===== config.mk =====
export PLATFORM = sky130hd
export DESIGN_NAME = mac_pe
export DESIGN_NICKNAME = d
export VERILOG_FILES = /design/src/rtl/mac_pe_pkg.sv /design/src/rtl/pe_weight_bank.sv /design/src/rtl/mac_pe.sv
export SDC_FILE = /design/constraint.sdc
export NUM_CORES = 2
export LEC_CHECK = 0
export BUFFER_PORTS_ARGS = -buffer_cell sky130_fd_sc_hd__buf_2
export CAP_MARGIN = 40
export CORE_MARGIN = 10
export CORE_UTILIZATION = 60
export CTS_BUF_LIST = sky130_fd_sc_hd__clkbuf_4 sky130_fd_sc_hd__clkbuf_8
export DETAILED_ROUTE_END_ITERATION = 12
export PLACE_DENSITY = 0.85
export RECOVER_POWER = 100
export SYNTH_ARGS = -nofsm -noshare
export SYNTH_HDL_FRONTEND = slang
export SYNTH_SLANG_ARGS = --single-unit

===== constraint.sdc =====
create_clock -name clk -period 25.5 [get_ports clk]
set_clock_uncertainty 0.15 [all_clocks]
set_input_delay 5.1 -clock clk [delete_from_list [all_inputs] [get_ports clk]]
set_output_delay 5.1 -clock clk [all_outputs]
set_load 0.01 [all_outputs]

===== src/rtl/mac_pe_pkg.sv =====
`default_nettype none
// ============================================================================
// Module   : mac_pe_pkg
// Purpose  : Shared types and sizing helpers for the MAC processing element.
//            - pe_state_t : controller state encoding
//            - acc_width  : accumulator width that can never overflow
//            - sat_limit  : largest positive value of a signed DATA_W word
// Revision : 1.0 - initial release
// ============================================================================
package mac_pe_pkg;

    typedef enum logic [1:0] {
        ST_IDLE  = 2'd0,
        ST_ACCUM = 2'd1,
        ST_OUT   = 2'd2
    } pe_state_t;

    // Each product needs 2*DATA_W bits; summing up to DEPTH of them needs
    // clog2(DEPTH) extra bits of headroom.
    function automatic int acc_width(input int data_w, input int depth);
        return 2 * data_w + $clog2(depth);
    endfunction

    function automatic int sat_limit(input int data_w);
        return (1 << (data_w - 1)) - 1;
    endfunction

endpackage : mac_pe_pkg
`default_nettype wire


===== src/rtl/pe_weight_bank.sv =====
`default_nettype none
// ============================================================================
// Module   : pe_weight_bank
// Purpose  : DEPTH x DATA_W weight store, one synchronous write port and one
//            asynchronous read port. Contents are not reset.
// Ports    : clk                 - clock
//            wr_en/wr_addr/wr_data - write port (committed on rising edge)
//            rd_addr/rd_data     - combinational read port
// Revision : 1.0 - initial release
// ============================================================================
module pe_weight_bank #(
    parameter int DATA_W = 16,
    parameter int DEPTH  = 64
) (
    input  logic                       clk,
    input  logic                       wr_en,
    input  logic [$clog2(DEPTH)-1:0]   wr_addr,
    input  logic signed [DATA_W-1:0]   wr_data,
    input  logic [$clog2(DEPTH)-1:0]   rd_addr,
    output logic signed [DATA_W-1:0]   rd_data
);

    logic signed [DATA_W-1:0] r_mem [DEPTH];

    always_ff @(posedge clk) begin
        if (wr_en) begin
            r_mem[wr_addr] <= wr_data;
        end
    end

    assign rd_data = r_mem[rd_addr];

endmodule : pe_weight_bank
`default_nettype wire


===== src/rtl/mac_pe.sv =====
`default_nettype none
// ============================================================================
// Module   : mac_pe
// Purpose  : Streaming signed dot-product engine with double-buffered weight
//            banks and a ReLU + shift + saturate quantizer on the result.
// Ports    : clk, reset (async, active-high)
//            w_wr_en/w_wr_bank/w_wr_addr/w_wr_data - weight write port
//            w_err     - pulse: write to the bank in use was dropped
//            start/cfg_bank/cfg_len - launch a dot product (IDLE only)
//            in_valid/in_ready/in_data    - activation stream
//            out_valid/out_ready/out_data - quantized result
//            busy      - controller not idle
// Revision : 1.0 - initial release
// ============================================================================
module mac_pe
    import mac_pe_pkg::*;
#(
    parameter int DATA_W    = 16,
    parameter int DEPTH     = 64,
    parameter int FRAC_BITS = 8
) (
    input  logic                            clk,
    input  logic                            reset,
    input  logic                            w_wr_en,
    input  logic                            w_wr_bank,
    input  logic [$clog2(DEPTH)-1:0]        w_wr_addr,
    input  logic signed [DATA_W-1:0]        w_wr_data,
    output logic                            w_err,
    input  logic                            start,
    input  logic                            cfg_bank,
    input  logic [$clog2(DEPTH):0]          cfg_len,
    input  logic                            in_valid,
    output logic                            in_ready,
    input  logic signed [DATA_W-1:0]        in_data,
    output logic                            out_valid,
    input  logic                            out_ready,
    output logic [DATA_W-1:0]               out_data,
    output logic                            busy
);

    localparam int ADDR_W = $clog2(DEPTH);
    localparam int LEN_W  = ADDR_W + 1;
    localparam int PROD_W = 2 * DATA_W;
    localparam int ACC_W  = acc_width(DATA_W, DEPTH);
    localparam int C_SAT_INT = sat_limit(DATA_W);
    localparam logic signed [ACC_W-1:0] C_SAT = ACC_W'(C_SAT_INT);
    localparam logic [LEN_W-1:0] C_DEPTH = LEN_W'(DEPTH);

    pe_state_t                 r_state;
    logic                      r_bank;
    logic [LEN_W-1:0]          r_len;
    logic [LEN_W-1:0]          r_idx;
    logic signed [ACC_W-1:0]   r_acc;
    logic                      r_out_valid;
    logic [DATA_W-1:0]         r_out_data;
    logic                      r_w_err;

    logic                      w_busy;
    logic                      w_wr_conflict;
    logic                      w_wr_accept;
    logic [1:0]                w_bank_wr_en;
    logic signed [DATA_W-1:0]  w_rd_data [2];
    logic signed [DATA_W-1:0]  w_weight;
    logic signed [PROD_W-1:0]  w_prod;
    logic signed [ACC_W-1:0]   w_acc_next;
    logic signed [ACC_W-1:0]   w_shift;
    logic [DATA_W-1:0]         w_quant;
    logic [LEN_W-1:0]          w_len_clamp;

    assign w_busy = (r_state != ST_IDLE);

    // The bank feeding the running dot product is write-protected; the other
    // bank stays writable so the next weight set can be loaded in parallel.
    assign w_wr_conflict = w_wr_en && w_busy && (w_wr_bank == r_bank);
    assign w_wr_accept   = w_wr_en && !w_wr_conflict;

    for (genvar b = 0; b < 2; b++) begin : g_bank
        assign w_bank_wr_en[b] = w_wr_accept && (w_wr_bank == 1'(b));

        pe_weight_bank #(
            .DATA_W (DATA_W),
            .DEPTH  (DEPTH)
        ) u_bank (
            .clk     (clk),
            .wr_en   (w_bank_wr_en[b]),
            .wr_addr (w_wr_addr),
            .wr_data (w_wr_data),
            .rd_addr (r_idx[ADDR_W-1:0]),
            .rd_data (w_rd_data[b])
        );
    end

    assign w_weight   = w_rd_data[r_bank];
    assign w_prod     = in_data * w_weight;
    assign w_acc_next = r_acc + {{(ACC_W-PROD_W){w_prod[PROD_W-1]}}, w_prod};
    assign w_shift    = w_acc_next >>> FRAC_BITS;

    // Quantize the value the accumulator will hold after this beat, so the
    // result register is loaded on the same edge as the final accumulate.
    always_comb begin
        w_quant = '0;
        if (w_acc_next[ACC_W-1]) begin
            w_quant = '0;
        end else if (w_shift > C_SAT) begin
            w_quant = C_SAT[DATA_W-1:0];
        end else begin
            w_quant = w_shift[DATA_W-1:0];
        end
    end

    always_comb begin
        w_len_clamp = cfg_len;
        if (cfg_len > C_DEPTH) begin
            w_len_clamp = C_DEPTH;
        end
    end

    always_ff @(posedge clk or posedge reset) begin
        if (reset) begin
            r_state     <= ST_IDLE;
            r_bank      <= 1'b0;
            r_len       <= '0;
            r_idx       <= '0;
            r_acc       <= '0;
            r_out_valid <= 1'b0;
            r_out_data  <= '0;
            r_w_err     <= 1'b0;
        end else begin
            r_w_err <= w_wr_conflict;
            case (r_state)
                ST_IDLE: begin
                    if (start) begin
                        r_bank <= cfg_bank;
                        r_len  <= w_len_clamp;
                        r_idx  <= '0;
                        r_acc  <= '0;
                        if (w_len_clamp == '0) begin
                            r_state     <= ST_OUT;
                            r_out_valid <= 1'b1;
                            r_out_data  <= '0;
                        end else begin
                            r_state <= ST_ACCUM;
                        end
                    end
                end
                ST_ACCUM: begin
                    if (in_valid) begin
                        r_acc <= w_acc_next;
                        r_idx <= r_idx + LEN_W'(1);
                        if (r_idx == r_len - LEN_W'(1)) begin
                            r_state     <= ST_OUT;
                            r_out_valid <= 1'b1;
                            r_out_data  <= w_quant;
                        end
                    end
                end
                ST_OUT: begin
                    if (out_ready) begin
                        r_state     <= ST_IDLE;
                        r_out_valid <= 1'b0;
                    end
                end
                default: begin
                    r_state     <= ST_IDLE;
                    r_out_valid <= 1'b0;
                end
            endcase
        end
    end

    assign in_ready  = (r_state == ST_ACCUM);
    assign busy      = w_busy;
    assign out_valid = r_out_valid;
    assign out_data  = r_out_data;
    assign w_err     = r_w_err;

endmodule : mac_pe
`default_nettype wire

Word level (Yosys, flattened, before mapping)
Memories as Yosys holds them, arrays and structs flattened.
Index checks and enable logic that the tools add are counted.
Storage, ports and cells
  register bits after elaboration: 73
  bits in latches: 0
  bits in writable memories: 2048
  memory bits (read-only): 0
  input port bits: 53
  output and inout port bits: 20
  memories: 2
Operators by class
  add/subtract/negate cells: 3
  $mul: 1
  divide/modulo/power cells: 0
  order comparisons: 3
  equal/unequal tests: 9
  shift-type cells: 0
  muxes and demuxes: 33
  bitwise logic cells: 2
  reductions and logical operators: 15
Memory list
  g_bank[0].u_bank.r_mem: depth 64, width 16, rd ports 1, clocked after Yosys merged registers in 0, wr ports 1, RTL line pe_weight_bank.sv:23  | logic signed [DATA_W-1:0] r_mem [DEPTH];
  g_bank[1].u_bank.r_mem: depth 64, width 16, rd ports 1, clocked after Yosys merged registers in 0, wr ports 1, RTL line pe_weight_bank.sv:23
Operator list (number)
  $mux 16: 9
  $mux 38: 2
  $pmux 38 s2: 1
  $add 38x38->38: 1
  $mul 16x16->32: 1
  $pmux 16 s2: 1
  $gt 30x16->1 const B: 1
  $mux 7: 3
  $pmux 7 s2: 1
  $mux 2: 5
  $reduce_and 5->1: 2
  $mux 1: 9
  $ne 2x2->1 const B: 4
  $add 7x1->7 const B: 1
  $eq 7x7->1: 1
  $gt 7x7->1 const B: 1
  $logic_not 7->1: 1
  $sub 7x1->7 const B: 1
  $pmux 2 s3: 1
  $logic_and 1x1->1: 5
  $reduce_and 4->1: 1
  $reduce_bool 2->1: 2
  $pmux 1 s3: 1
  $reduce_and 3->1: 1
  10 further kinds: 10

Logic depth before layout (Yosys ltp)
  depth in word-level cells: 12
  gate-level depth with buffers: 49
  mapped depth without buffers: 41

Modules after synthesis
A second synthesis with hierarchy kept.
Unflattened totals
  cells, all modules: 5461
  area, all modules: 95570.4 um^2
By module, submodules not included
  pe_weight_bank: times used 2, cells an instance 1813, area an instance 39721.8 um^2, sequential area each 30749.5 um^2
  mac_pe: times used 1, cells an instance 1835, area an instance 16126.7 um^2, sequential area each 1826.8 um^2

Worst setup path before layout
Ideal clock, no wire load.
  path type: input-to-reg
  start: input port in_data[15]
  end: register r_out_data[1] (netlist: out_data[1])
  data arrival time: 13401 ps
  required time: 25227 ps
  setup slack: 11826 ps
  stages: 34
  path buffers: 4
  cells stage by stage: clkbuf_1 -> clkbuf_1 -> nand2_1 -> fa_1 -> inv_1 -> fa_1 -> fa_1 -> fa_1 -> fa_1 -> inv_1 -> fa_1 -> inv_1 -> ha_1 -> a21o_1 -> a21o_1 -> a21o_1 -> a21oi_1 -> a2bb2oi_1 -> o31ai_1 -> or4b_2 -> a31o_2 -> a21oi_1 -> xnor2_1 -> ha_1 -> clkbuf_1 -> a21oi_1 -> o21bai_1 -> inv_1 -> a21o_1 -> a311oi_1 -> nor4b_1 -> nand4b_2 -> buf_6 -> o221a_1
On the way
  cells in the longest elaborated chain, start to end: 8
Ends and longest elaborated chain
  start: declaration: RTL line mac_pe.sv:34  | input logic signed [DATA_W-1:0] in_data,
  $mul 16x16->32 *: RTL line mac_pe.sv:94  | assign w_prod = in_data * w_weight;
  $add 38x38->38 *: RTL line mac_pe.sv:95  | assign w_acc_next = r_acc + {{(ACC_W-PROD_W){w_prod[PROD_W-1]}}, w_prod};
  $gt 30x16->1: RTL line mac_pe.sv:104  | end else if (w_shift > C_SAT) begin
  $mux 16: RTL line mac_pe.sv:104
  $mux 16 *: RTL line mac_pe.sv:102  | if (w_acc_next[ACC_W-1]) begin
  $mux 16 *: RTL line mac_pe.sv:150  | if (r_idx == r_len - LEN_W'(1)) begin
  $mux 16 *: RTL line mac_pe.sv:147  | if (in_valid) begin
  $pmux 16 s2 *: RTL line mac_pe.sv:130  | case (r_state)
  end signal: assignment: RTL line mac_pe.sv:153  | r_out_data <= w_quant;
  end: declaration: RTL line mac_pe.sv:55  | logic [DATA_W-1:0] r_out_data;
Every way passes the cells marked *; elsewhere a longest branch is shown, timed or not. The select of a mux whose other input is x is not followed.
A chain may end at the register's enable or synchronous reset.

Final worst setup path
  start: register r_idx[0]
  end: register r_out_data[11] (netlist: out_data[11])
On the way
  cells in the longest elaborated chain, start to end: 12
  elaborated cells on any way between the ends: 16
Ends and longest elaborated chain
  start: declaration: RTL line mac_pe.sv:52  | logic [LEN_W-1:0] r_idx;
  start signal: assignment: RTL line mac_pe.sv:149  | r_idx <= r_idx + LEN_W'(1);
  $mem_v2 64x16
  $mux 16 (not written as such) (3 in a row): RTL line mac_pe.sv:93  | assign w_weight = w_rd_data[r_bank];
  $mul 16x16->32: RTL line mac_pe.sv:94
  $add 38x38->38: RTL line mac_pe.sv:95
  $gt 30x16->1: RTL line mac_pe.sv:104
  $mux 16: RTL line mac_pe.sv:104
  $mux 16: RTL line mac_pe.sv:102
  $mux 16: RTL line mac_pe.sv:150
  $mux 16: RTL line mac_pe.sv:147
  $pmux 16 s2: RTL line mac_pe.sv:130
Several ways; a longest one is shown, not always the timed one. The select of a mux whose other input is x is not followed.

==> impl_metrics.csv <==
group,metric,value,unit
clock_tree,cts.path.max_buffers,4,
run_status,violations,"max-capacitance violations, max-slew violations",
setup_path,cp-end-kind,"flip-flop",
clock_tree,postCtsResizedCells,0,
drt,routed_via_density,6.76,
grt,grt-ovfl-total,0,
logic_synthesis,yosysTopAreaCell,"edfxtp_1",
setup_path,crit_arrival,18770,ps
sta,timing.final.max_slew_violations,2307,
sta,finalSetupTns,0,ps
worst_hold_path,hp-class,"reg2reg",
setup_path,slowest_delay,2570,ps
floorplan,io-pin-count,73,
sta,setup_viol_count_final,0,
floorplan,dieArea,173000,um^2
drt,drtAntennaViolNets,0,
clock_tree,cts_buffers,337,
placement,dpl.hpwl,146000,um
drt,vias,52499,
sta,fin_crit_sh,70.6,%
sta,clock.fmax,0.0555,GHz
drt,drc_errors,0,
setup_path,slowest_stage,"clkbuf_1",
setup_path,crit_buf_inv,8,
logic_synthesis,ys_types,77,
clock_tree,postCtsHoldBufs,0,
logic_synthesis,yosys_warnings,0,
floorplan,die_height,415,um
setup_path,cp_data_required_time,26260,ps
logic_synthesis,synth.avg_cell_area,18.4,um^2
clock_tree,insertion_delay,1070,ps
logic_synthesis,seq_area_frac_synth,67.5,%
sta,maxSlewHeadroom,-211,%
sta,fin_crit,18010,ps
sta,tightest_slew,4660,ps
sta,rsz0062_at_grt,"false",
grt,antenna_found_initial,25,
floorplan,initial_core_util,60.2,%
placement,place.gp.congestion,0.881,
floorplan,die_width,415,um
logic_synthesis,syn-num-nets,5528,
cells_and_area,final_cell_mix,"edfxtp_1 (2,048), mux4_2 (512), clkbuf_8 (344), inv_1 (321), fa_1 (263)",
cells_and_area,final_common_cell,"edfxtp_1",
logic_synthesis,postSynthCellCount,5089,
drt,routed_wl,247000,um
run,max-cap-violations,46,
cells_and_area,layout-drive-gt1-share,19.7,%
setup_path,critical_path.top_delay_family,"buffers and inverters",
setup_path,critical_path.most_common_cell,"fa_1",
clock_tree,cts_tree,"built",
floorplan,core_region_area,156000,um^2
cells_and_area,syn2layout_area_growth,9.62,%
logic_synthesis,synth-seq-cells,2121,
setup_path,criticalPathCategory,"reg2reg",
sta,finalHoldViolCount,0,
logic_synthesis,postSynth.asyncResetShare,3.44,%
logic_synthesis,synth_edf_count,2048,
run_status,status,"complete, but fails checks",
cells_and_area,fin_util,66.0,%
clock_tree,post_cts_buffers,0,
grt,grt_max_degree,109,
logic_synthesis,synth_area,93800,um^2
clock_tree,numClockSinks,2121,
cells_and_area,final_nets,5903,
floorplan,fp-row-count,145,
grt,grt_pass1_vias,53961,
drt,wl_per_cell,31.9,um
drt,drtIter0Drc,8073,
logic_synthesis,synth-main-ff-cell,"edfxtp_1",
grt,grt_pass1_wl,362000,um
cells_and_area,fillers,9366,
logic_synthesis,synth_top_cells_by_area,"edfxtp_1 (66%), mux4_2 (12%), fa_1 (5.6%)",
setup_path,start_kind,"flip-flop",
drt,drt_pass1_iterations,6,
placement,portBuffers,72,
clock_tree,cts_root_buf,"clkbuf_8",
clock_tree,clkTransAtPathRegs,70,ps
logic_synthesis,synth_top_area_share,65.5,%
grt,grtUsageTotal,28.4,%
setup_path,critPathMaxFanout,86,
clock_tree,htreeDepth,5,
[worst register-to-register path, delay by kind of cell, from the launching register on]
family	cells	cell delay, ps
buffers and inverters	8	4180
XOR/XNOR	1	150
adder cells (fa/ha/maj)	8	3700
multiplexers	4	2200
AO/OA/AOI/OAI	13	3960
AND/OR/NAND/NOR	6	1390
flip-flops	1	2120
[flip-flops by register name, indices dropped and copies added, names as in the netlist]
| register | cells |
|---|---|
| r_len | 7 |
| r_bank | 1 |
| out_data | 16 |
| r_state | 2 |
| r_idx | 7 |
| g_bank.u_bank.r_mem | 2048 |
| out_valid | 1 |
| w_err | 1 |
| r_acc | 38 |
[path summary, 6_finish.rpt]
kind | end | startpoint | slack, ps | depth (start not counted)
max | out_data[11] | r_idx[0] | 7490 | 40
min | r_acc[36] | r_acc[36] | 340 | 2
max reg2reg | out_data[11] | r_idx[0] | 7490 | 40
min reg2reg | r_acc[36] | r_acc[36] | 340 | 2
max in group asynchronous | r_idx[1] | reset | 16830 | 4
min in group asynchronous | r_acc[15] | reset | 4060 | 3
[metrics by stage]
stage | setup slack [ps] | instance area (um^2) | cells | hold slack (ps)
finish | 7490 | 103000 | 7765 | 342
global route | 6100 | 103000 | 7763 | 363
CTS | 10900 | 104000 | 7752 | 344
detailed placement | 11050 | 97400 | 7180 | 327
global placement | 11330 | 96900 | 7146 | 317
floorplan | 11830 | 93800 | 5089 | 300
[cell families after synthesis]
family / Yosys count / synth area share (%)
xor gates and xnor gates: 83 / 0.775
muxes: 713 / 14.5
adders and majority gates: 386 / 7.25
DFF: 2121 / 67.5
AOI/OAI and AO/OA: 518 / 3.89
and+or+nand+nor: 681 / 3.40
buffers and inverters: 587 / 2.74
[cells in the mapped netlist, types with 24 or more instances]
master	n
edfxtp_1	2048
mux4_2	512
inv_1	323
fa_1	263
nand2_1	239
mux2i_1	198
nor2_1	194
a21oi_1	129
ha_1	123
clkbuf_1	121
and2_1	108
o221ai_1	95
dfrtp_1	73
buf_2	61
xnor2_1	59
o21ai_0	52
o22ai_1	50
o31ai_1	42
nor2b_1	41
buf_4	36
a22o_1	25
buf_1	24
xor2_1	24
[cell type report]
class	count	area, um^2	share of cell area [%]
Clock inverter	139	861	0.837
Sequential cell	2121	63300	61.6
Timing Repair Buffer	300	1520	1.47
Antenna cell	10	25.0	0.0243
Multi-Input combinational cell	2381	27900	27.1
Clock buffer	433	5400	5.25
Inverter	323	1220	1.19
Tap cell	2058	2570	2.50
[per-layer routing]
| layer | vias up | track usage [%] | share of wire [%] |
|---|---|---|---|
| li1 | 20723 | - | - |
| met1 | 26458 | 36.0 | 32 |
| met2 | 4397 | 45.5 | 49 |
| met3 | 913 | 7.70 | 13 |
| met4 | 8 | 14.5 | 5.9 |
| met5 | - | 0 | 0.022 |
Power is not shown: default switching activity piles up to over one toggle a cycle in this logic, so the estimate is an artifact.
